<file path="src/rtl/shared_net_arbiter.sv">
// Round-robin owner arbiter and burst sequencer for one shared wide net.
// One requester owns the bus at a time. Its beats pass straight through to the bus.
// A burst ends on its last beat, or on a stall timeout. A one-cycle gap follows each burst.
module shared_net_arbiter #(
  parameter int N_REQ   = 4,
  parameter int DATA_W  = 30,
  parameter int LEN_W   = 4,
  parameter int TIMEOUT = 15
) (
  input  logic                       clock,
  input  logic                       reset,
  input  logic [N_REQ-1:0]           req,
  input  logic [N_REQ*LEN_W-1:0]     req_len,
  input  logic [N_REQ*DATA_W-1:0]    req_data,
  input  logic [N_REQ-1:0]           req_valid,
  output logic [N_REQ-1:0]           req_ready,
  output logic [N_REQ-1:0]           grant,
  output logic [DATA_W-1:0]          bus_data,
  output logic                       bus_valid,
  input  logic                       bus_ready,
  output logic                       bus_last,
  output logic [$clog2(N_REQ)-1:0]   bus_owner,
  output logic                       timeout_err
);

  localparam int OW = $clog2(N_REQ);

  typedef enum logic [1:0] {IDLE, XFER, GAP} state_t;

  state_t            state_reg, state_next;
  logic [OW-1:0]     owner_reg, owner_next;
  logic [OW-1:0]     rr_ptr_reg, rr_ptr_next;
  logic [LEN_W-1:0]  beats_left_reg, beats_left_next;
  logic [7:0]        stall_cnt_reg, stall_cnt_next;

  logic [LEN_W-1:0]  len_arr  [N_REQ];
  logic [DATA_W-1:0] data_arr [N_REQ];

  logic [OW:0]       scan_start;
  logic [2*N_REQ-1:0] rot_full;
  logic [N_REQ-1:0]  rot;
  logic [OW:0]       win_off;
  logic [OW:0]       win_sum;
  logic              win_found;
  logic [OW-1:0]     winner;

  logic              xfer;
  logic              own_valid;
  logic              beat;
  logic              timeout_hit;

  // Split the flattened per-requester fields into indexable arrays.
  for (genvar gi = 0; gi < N_REQ; gi++) begin : g_unpack
    assign len_arr[gi]  = req_len[gi*LEN_W +: LEN_W];
    assign data_arr[gi] = req_data[gi*DATA_W +: DATA_W];
  end

  // Rotate requests so that bit 0 is the requester just after rr_ptr, then take the first set bit.
  assign scan_start = {1'b0, rr_ptr_reg} + {{OW{1'b0}}, 1'b1};
  assign rot_full   = {req, req} >> scan_start;
  assign rot        = rot_full[N_REQ-1:0];

  // Priority scan over the rotated request vector.
  always_comb begin
    win_found = 1'b0;
    win_off   = '0;
    for (int j = 0; j < N_REQ; j++) begin
      if (!win_found && rot[j]) begin
        win_found = 1'b1;
        win_off   = (OW+1)'(j);
      end
    end
  end

  // Undo the rotation. The sum is always below 2*N_REQ, so one conditional subtract wraps it.
  assign win_sum = scan_start + win_off;
  assign winner  = (win_sum >= (OW+1)'(N_REQ)) ? OW'(win_sum - (OW+1)'(N_REQ)) : OW'(win_sum);

  assign xfer        = (state_reg == XFER);
  assign own_valid   = req_valid[owner_reg];
  assign beat        = xfer && own_valid && bus_ready;
  assign timeout_hit = xfer && !beat && (stall_cnt_reg == 8'(TIMEOUT - 1));

  // Next-state logic for the arbitration/burst sequencer.
  always_comb begin
    state_next      = state_reg;
    owner_next      = owner_reg;
    rr_ptr_next     = rr_ptr_reg;
    beats_left_next = beats_left_reg;
    stall_cnt_next  = stall_cnt_reg;
    case (state_reg)
      IDLE: begin
        if (win_found) begin
          owner_next      = winner;
          rr_ptr_next     = winner;
          beats_left_next = len_arr[winner];
          stall_cnt_next  = '0;
          state_next      = XFER;
        end
      end
      XFER: begin
        if (beat) begin
          stall_cnt_next = '0;
          if (beats_left_reg == '0) begin
            state_next = GAP;
          end else begin
            beats_left_next = beats_left_reg - 1'b1;
          end
        end else if (timeout_hit) begin
          state_next = GAP;
        end else if (stall_cnt_reg != 8'hFF) begin
          stall_cnt_next = stall_cnt_reg + 8'd1;
        end
      end
      GAP: begin
        state_next = IDLE;
      end
      default: begin
        state_next = IDLE;
      end
    endcase
  end

  // Bus outputs: the owner's beat passes straight through while in XFER; otherwise the bus is quiet.
  always_comb begin
    grant       = '0;
    req_ready   = '0;
    bus_valid   = 1'b0;
    bus_data    = '0;
    bus_last    = 1'b0;
    bus_owner   = '0;
    timeout_err = 1'b0;
    if (xfer) begin
      grant[owner_reg]     = 1'b1;
      req_ready[owner_reg] = bus_ready;
      bus_owner            = owner_reg;
      bus_valid            = own_valid;
      bus_data             = own_valid ? data_arr[owner_reg] : '0;
      bus_last             = own_valid && (beats_left_reg == '0);
      timeout_err          = timeout_hit;
    end
  end

  // State registers. After reset rr_ptr points at the last requester, so requester 0 wins first.
  always_ff @(posedge clock) begin
    if (reset) begin
      state_reg      <= IDLE;
      owner_reg      <= '0;
      rr_ptr_reg     <= OW'(N_REQ - 1);
      beats_left_reg <= '0;
      stall_cnt_reg  <= '0;
    end else begin
      state_reg      <= state_next;
      owner_reg      <= owner_next;
      rr_ptr_reg     <= rr_ptr_next;
      beats_left_reg <= beats_left_next;
      stall_cnt_reg  <= stall_cnt_next;
    end
  end

  a_grant_onehot: assert property (@(posedge clock) disable iff (reset) $onehot0(grant));
  a_ready_subset: assert property (@(posedge clock) disable iff (reset) (req_ready & ~grant) == '0);
  a_valid_owned:  assert property (@(posedge clock) disable iff (reset) bus_valid |-> (grant != '0));
  a_no_beat_to:   assert property (@(posedge clock) disable iff (reset) !(timeout_err && bus_valid && bus_ready));

endmodule

</file>
<file path="config.mk">
export PLATFORM = sky130hd
export DESIGN_NAME = shared_net_arbiter
export DESIGN_NICKNAME = d
export VERILOG_FILES = /design/src/rtl/shared_net_arbiter.sv
export SDC_FILE = /design/constraint.sdc
export NUM_CORES = 1
export LEC_CHECK = 0
export ABC_AREA = 1
export ABC_CLOCK_PERIOD_IN_PS = 2900
export BUFFER_PORTS_ARGS = -buffer_cell sky130_fd_sc_hd__buf_4
export CORE_MARGIN = 1
export CORE_UTILIZATION = 39
export CTS_BUF_LIST = sky130_fd_sc_hd__clkbuf_8
export CTS_CLUSTER_DIAMETER = 150
export DETAILED_ROUTE_END_ITERATION = 8
export PLACE_DENSITY = 0.83
export REMOVE_ABC_BUFFERS = 1
export SYNTH_ARGS = -nofsm -noshare
export SYNTH_HDL_FRONTEND = slang
export SYNTH_SLANG_ARGS = --single-unit
</file>
<file path="constraint.sdc">
create_clock -name clock -period 2.9 [get_ports clock]
set_input_delay 0.87 -clock clock [delete_from_list [all_inputs] [get_ports clock]]
set_output_delay 0.87 -clock clock [all_outputs]
set_load 0.05 [all_outputs]
</file>
==> run_results.csv, run 1 <==
group,metric,value,unit
outcome,status,"completed",
pwr,p_leak,1.84,nW
finish,drive_above_1_share,39.0,%
die,start_util,40.9,%
yosys,synth-async-reset-ratio,0,%
critical_path,cp_max_fo,8,
timing,rsz0062_at_grt,"false",
placement,post-dp-hpwl,7480,um
clock_network,clkTransAtPathRegs,0.07,ns
die,die_area,0.00569,mm^2
yosys,synth_seq_cells,18,
timing,period_share,94.6,%
yosys,synthMuxAreaShare,2.38,%
yosys,syn_area,0.00210,mm^2
global_route,grt_pass1_vias,3022,
critical_path,worstSetupPathType,"primary input to primary output",
yosys,synth-compound-area-share,25.4,%
timing,setup_viol,0,
worst_hold_path,hold_path.class,"flop to flop",
pwr,power_per_cell_area,925,mW/mm^2
yosys,yosysSeqAreaShare,17.1,%
die,die_h,75.5,um
finish,fin_nets,708,
yosys,yosys.area_share.simple,41.8,%
global_route,grt_max_degree,32,
global_route,grt_pass1_wl,13600,um
finish,largest_reg_flops,8,
die,num_rows,26,
pwr,power.total,3.40,mW
clock_network,cts_tree,"yes",
placement,portBuffers,189,
pwr,vdd_drop_max,0.554,mV
global_route,grt_remaining_overflow,0,
clock_network,post_cts_buffers,0,
clock_network,cts_buffer_depth,2,
global_route,grt_usage,31.0,%
detailed_routing,drt_iter0_markers,221,
yosys,postSynthAreaPerCell,5.63,um^2
yosys,yosysTopAreaCellShare,22.3,%
yosys,synth_top_cell_by_area,"nand2_1",
finish,diodes,0,
die,die_w,75.5,um
die,num_io_pins,190,
yosys,synthAdderAreaFrac,2.38,%
yosys,synth_xor_area_share,1.25,%
detailed_routing,vias_per_cell,5.38,
clock_network,clk_latency,0.26,ns
yosys,synth_edf_count,0,
clock_network,cts.sinks,18,
placement,gp_congestion,0.889,
critical_path,worstSetupEndpointType,"primary output",
finish,final_util,71.4,%
detailed_routing,wirelength,9390,um
flow_run,drv_cap,0,
detailed_routing,drc,0,
timing,finalClockSkew,0.00138,ns
clock_network,cts_buffers,3,
timing,worst_pin_slew,0.661,ns
detailed_routing,first_pass_iters,5,
finish,synthToLayoutAreaGrowth,74.4,%
detailed_routing,wl_per_cell,15.0,um
critical_path,arrival,1.87,ns
die,fp.coreArea,0.00514,mm^2
yosys,synthDistinctLibCells,27,
timing,report.final.slew_viol_count,0,
yosys,synthCells,374,
clock_network,root_buffer,"clkbuf_8",
detailed_routing,vias,3367,
global_route,antenna_found_initial,0,
yosys,yosysWarningCount,0,
finish,fillCellCount,464,
timing,fmax,365,MHz
detailed_routing,ant_nets,0,
yosys,ys_top_cells_by_area,"nand2_1 (22%), dfxtp_1 (17%), a22oi_1 (11%)",
timing,finalHoldViolCount,0,
critical_path,cp.required,2.03,ns
clock_network,h-tree-depth,1,
critical_path,start_kind,"primary input",
yosys,synthFlopType,"dfxtp_1",
yosys,synth_top_family_by_area,"simple AND/OR/NAND/NOR gates",
timing,hold_slack,0.494,ns
timing,period_needed,2.74,ns
timing,maxSlewHeadroom,55.9,%
[stage by stage]
step | TNS, ns | cells | area [um^2] | setup slack, ns
after floorplan | -33.09 | 355 | 2030 | -1.02
after global placement | 0 | 622 | 3610 | 0.148
after detailed placement | 0 | 622 | 3610 | 0.162
after CTS | 0 | 626 | 3670 | 0.111
after global routing | 0 | 626 | 3670 | 0.0567
final | 0 | 626 | 3670 | 0.157
[where the power goes]
| group | internal (mW) | total, mW | switching, mW |
|---|---|---|---|
| Sequential | 0.324 | 0.410 | 0.0859 |
| Clock | 0.121 | 0.211 | 0.0903 |
| Combinational | 0.937 | 2.77 | 1.84 |
| Total | 1.38 | 3.40 | 2.01 |
[routing by layer]
layer | vias up | part of all wire, % | track usage (%)
met2 | 173 | 49 | 54.3
met5 | - | 0 | 0
met4 | 0 | 3.6 | 15.6
met1 | 1516 | 39 | 36.1
li1 | 1645 | - | -
met3 | 33 | 8.4 | 5.69
[synth_stat cells (3+ instances only)]
cell type and instances:
a31oi_1 30, xor2_1 3, mux2i_1 5, inv_1 28, o21ai_0 7, nor3_1 7
nand3_1 31, dfxtp_1 18, ha_1 4, clkbuf_1 17, nor2_1 32, a21oi_1 12
a22oi_1 30, nand2_1 125, inv_2 7
[what timing repair did]
item | 4_1_cts | 5_1_grt
setup endpoints to repair | 0 | 1
endpoints found under the hold margin | 0 | 0
gates resized for setup | 0 | 1
hold buffers | 0 | 0
[worst max-delay path: stages]
cell and delay, ns:
buf_4 0.10, nand2_1 0.07, nand4_2 0.13, buf_4 0.17, nand3_4 0.09, nand2_1 0.12, nor2_1 0.11, buf_4 0.20
[area by class of cell]
| class | instances | area (um^2) | area share [%] |
|---|---|---|---|
| well taps | 70 | 87.6 | 2.39 |
| multi-input cells | 302 | 1540 | 42.1 |
| flip-flops and latches | 18 | 362 | 9.85 |
| inverters | 35 | 131 | 3.58 |
| clock buffers | 4 | 55.1 | 1.50 |
| repair buffers | 197 | 1490 | 40.6 |
[final timing paths]
check	from	endpoint	slack (ns)	cells past startpoint
max	req_valid[0]	timeout_err	0.16	8
min reg2reg	stall_cnt_reg[4]	stall_cnt_reg[4]	0.49	2
min	stall_cnt_reg[4]	stall_cnt_reg[4]	0.49	2
max reg2reg	rr_ptr_reg[0]	beats_left_reg[2]	0.72	14
[cell usage in the layout (no fill, tap or decap)]
cell      count
clkbuf_8      4
a31oi_1      30
nand4_1       2
a211oi_1      1
buf_4       196
dfxtp_1      17
nand2_4       1
nand2_1     125
nor4_1        1
nand2_2       2
nand3_1      31
buf_12        1
inv_1        28
nor2_1       31
nand3b_1      2
ha_1          4
xor2_1        3
dfxtp_2       1
inv_2         7
nand4_2       1
nand3_4       1
o211ai_1      2
nor3_1        7
a22oi_1      30
nor2_2        3
o21ai_0       7
mux2i_1       5
a21oi_1      12
o21ai_1       1
[cell families after synthesis]
family | Yosys count
mux | 5
buf+inv | 54
compound gates | 83
xor+xnor | 3
fa+ha+maj | 4
flops | 18
simple gates | 207
Note: power is estimated with default switching activity, not from simulation.
==> inputs of run 2 (changes only) <==
PLACE_DENSITY = 0.9   (was 0.83)
==> run_results.csv, run 2 (synthesis results as in run 1) <==
group,metric,value,unit
flow_run,drv_cap,0,
global_route,grt_pass1_vias,2858,
global_route,antenna_found_initial,0,
timing,worst_slack,0.159,ns
placement,portBuffers,189,
critical_path,worstSetupEndpointType,"primary output",
detailed_routing,drt_iter0_markers,198,
timing,fmax,365,MHz
global_route,grt_usage,29.8,%
critical_path,crit_start,"req_valid[0]",
global_route,grt_max_degree,31,
detailed_routing,wirelength,9440,um
finish,synthToLayoutAreaGrowth,74.5,%
critical_path,worstReg2RegEnd,"beats_left_reg[2]",
timing,report.final.slew_viol_count,0,
die,num_rows,26,
placement,postPlaceCellArea,0.00363,mm^2
detailed_routing,vias_per_cell,5.37,
clock_network,cts_tree,"yes",
timing,setup_viol,0,
pwr,power.total,3.39,mW
placement,dp_slack,0.179,ns
finish,fillCellCount,466,
critical_path,cp_max_fo,30,
critical_path,crit_cells,7,
critical_path,start_kind,"primary input",
pwr,power_per_cell_area,924,mW/mm^2
clock_network,clkTransAtPathRegs,0.06,ns
critical_path,r2r-start,"rr_ptr_reg[0]",
outcome,status,"completed",
timing,rsz0062_at_grt,"false",
global_route,grt_remaining_overflow,0,
finish,largest_reg_flops,8,
timing,maxSlewHeadroom,52.4,%
die,num_io_pins,190,
finish,drive_above_1_share,39.1,%
clock_network,cts.sinks,18,
critical_path,arrival,1.87,ns
worst_hold_path,whs_path_depth,2,
detailed_routing,vias,3367,
finish,final_cells,627,
critical_path,path_cells,"buf_4 -> nand2_1 -> nand4_2 -> nand2_1 -> buf_12 -> a31oi_1 -> buf_4",
critical_path,worstSetupPathType,"primary input to primary output",
critical_path,crit_path_max_incr_delay,0.25,ns
placement,post-dp-hpwl,7630,um
critical_path,ff2ff_setup_slack,0.71,ns
timing,finalHoldViolCount,0,
finish,finalInstanceArea,0.00367,mm^2
die,fp.coreArea,0.00514,mm^2
critical_path,reg2reg_depth,17,
detailed_routing,ant_nets,0,
timing,hold_slack,0.490,ns
global_route,grt_pass1_wl,13100,um
finish,fin_nets,710,
placement,dpl.cell_count,624,
critical_path,cp_num_buf_inv,3,
timing,period_share,94.5,%
die,die_h,75.5,um
die,start_util,40.9,%
timing,finalClockSkew,0.00298,ns
clock_network,h-tree-depth,1,
critical_path,slowest_stage,"buf_4",
placement,gp_congestion,0.911,
clock_network,clk_latency,0.25,ns
finish,final_cell_mix,"buf_4 (198), nand2_1 (125), nor2_1 (31), nand3_1 (31)",
finish,mostFrequentLayoutCell,"buf_4",
finish,final_util,71.4,%
detailed_routing,first_pass_iters,5,
detailed_routing,wl_per_cell,15.1,um
clock_network,root_buffer,"clkbuf_8",
timing,worst_pin_slew,0.713,ns
timing,period_needed,2.74,ns
clock_network,cts_buffer_depth,2,
critical_path,cp-endpoint,"bus_data[18]",
finish,diodes,0,
critical_path,crit_family,"buffers and inverters",
worst_hold_path,hold_path.class,"flop to flop",
timing,finalSetupTns,0,ns
pwr,p_leak,1.84,nW
die,die_w,75.5,um
pwr,vdd_drop_max,0.609,mV
clock_network,cts_buffers,3,
critical_path,cp.required,2.03,ns
die,die_area,0.00569,mm^2
detailed_routing,drc,0,
[run 2: cell count changes in the layout (fill, tap and decap cells not counted), sizes merged]
cell    delta
clkbuf     -1
buf        +2
[run 2: worst min path at each step]
stage	start	endpoint
floorplan	stall_cnt_reg[4]	stall_cnt_reg[4]
global placement	stall_cnt_reg[4]	stall_cnt_reg[4]
detailed placement	stall_cnt_reg[4]	stall_cnt_reg[4]
CTS	stall_cnt_reg[4]	stall_cnt_reg[4]
global route	stall_cnt_reg[4]	stall_cnt_reg[4]
finish	stall_cnt_reg[5]	stall_cnt_reg[5]
[run 2: timing repair]
action	CTS	global route
setup endpoints to repair	0	4
buffers inserted	0	0
gates resized for setup	0	1
hold buffers	0	0
[run 2: area by class of cell]
cell class / instances / area, um^2 / area share [%]
Timing Repair Buffer: 199 / 1510 / 41.0
Clock buffer: 3 / 41.3 / 1.12
Tap cell: 70 / 87.6 / 2.39
Multi-Input combinational cell: 302 / 1540 / 42.0
Inverter: 35 / 131 / 3.58
Sequential cell: 18 / 362 / 9.85
[run 2: layer usage]
| layer | share of wire (%) | GRT usage [%] | up-vias | wire, um |
|---|---|---|---|---|
| met1 | 40 | 36.3 | 1539 | 3790 |
| met5 | 0 | 0 | - | 0 |
| met3 | 7.9 | 4.76 | 28 | 750 |
| met2 | 49 | 52.7 | 156 | 4590 |
| li1 | - | - | 1644 | - |
| met4 | 3.3 | 11.5 | 0 | 310 |
[run 2: worst min-delay path, cell delays in order (launching register included)]
cell,delay [ns]
dfxtp_1,0.32
nand2_1,0.06
a21oi_1,0.06
[run 2: power by group]
group | internal [mW] | leakage (nW) | total, mW | switching, mW
registers | 0.324 | 0.148 | 0.406 | 0.0824
logic | 0.954 | 1.67 | 2.81 | 1.86
clock network | 0.0923 | 0.0216 | 0.174 | 0.0814
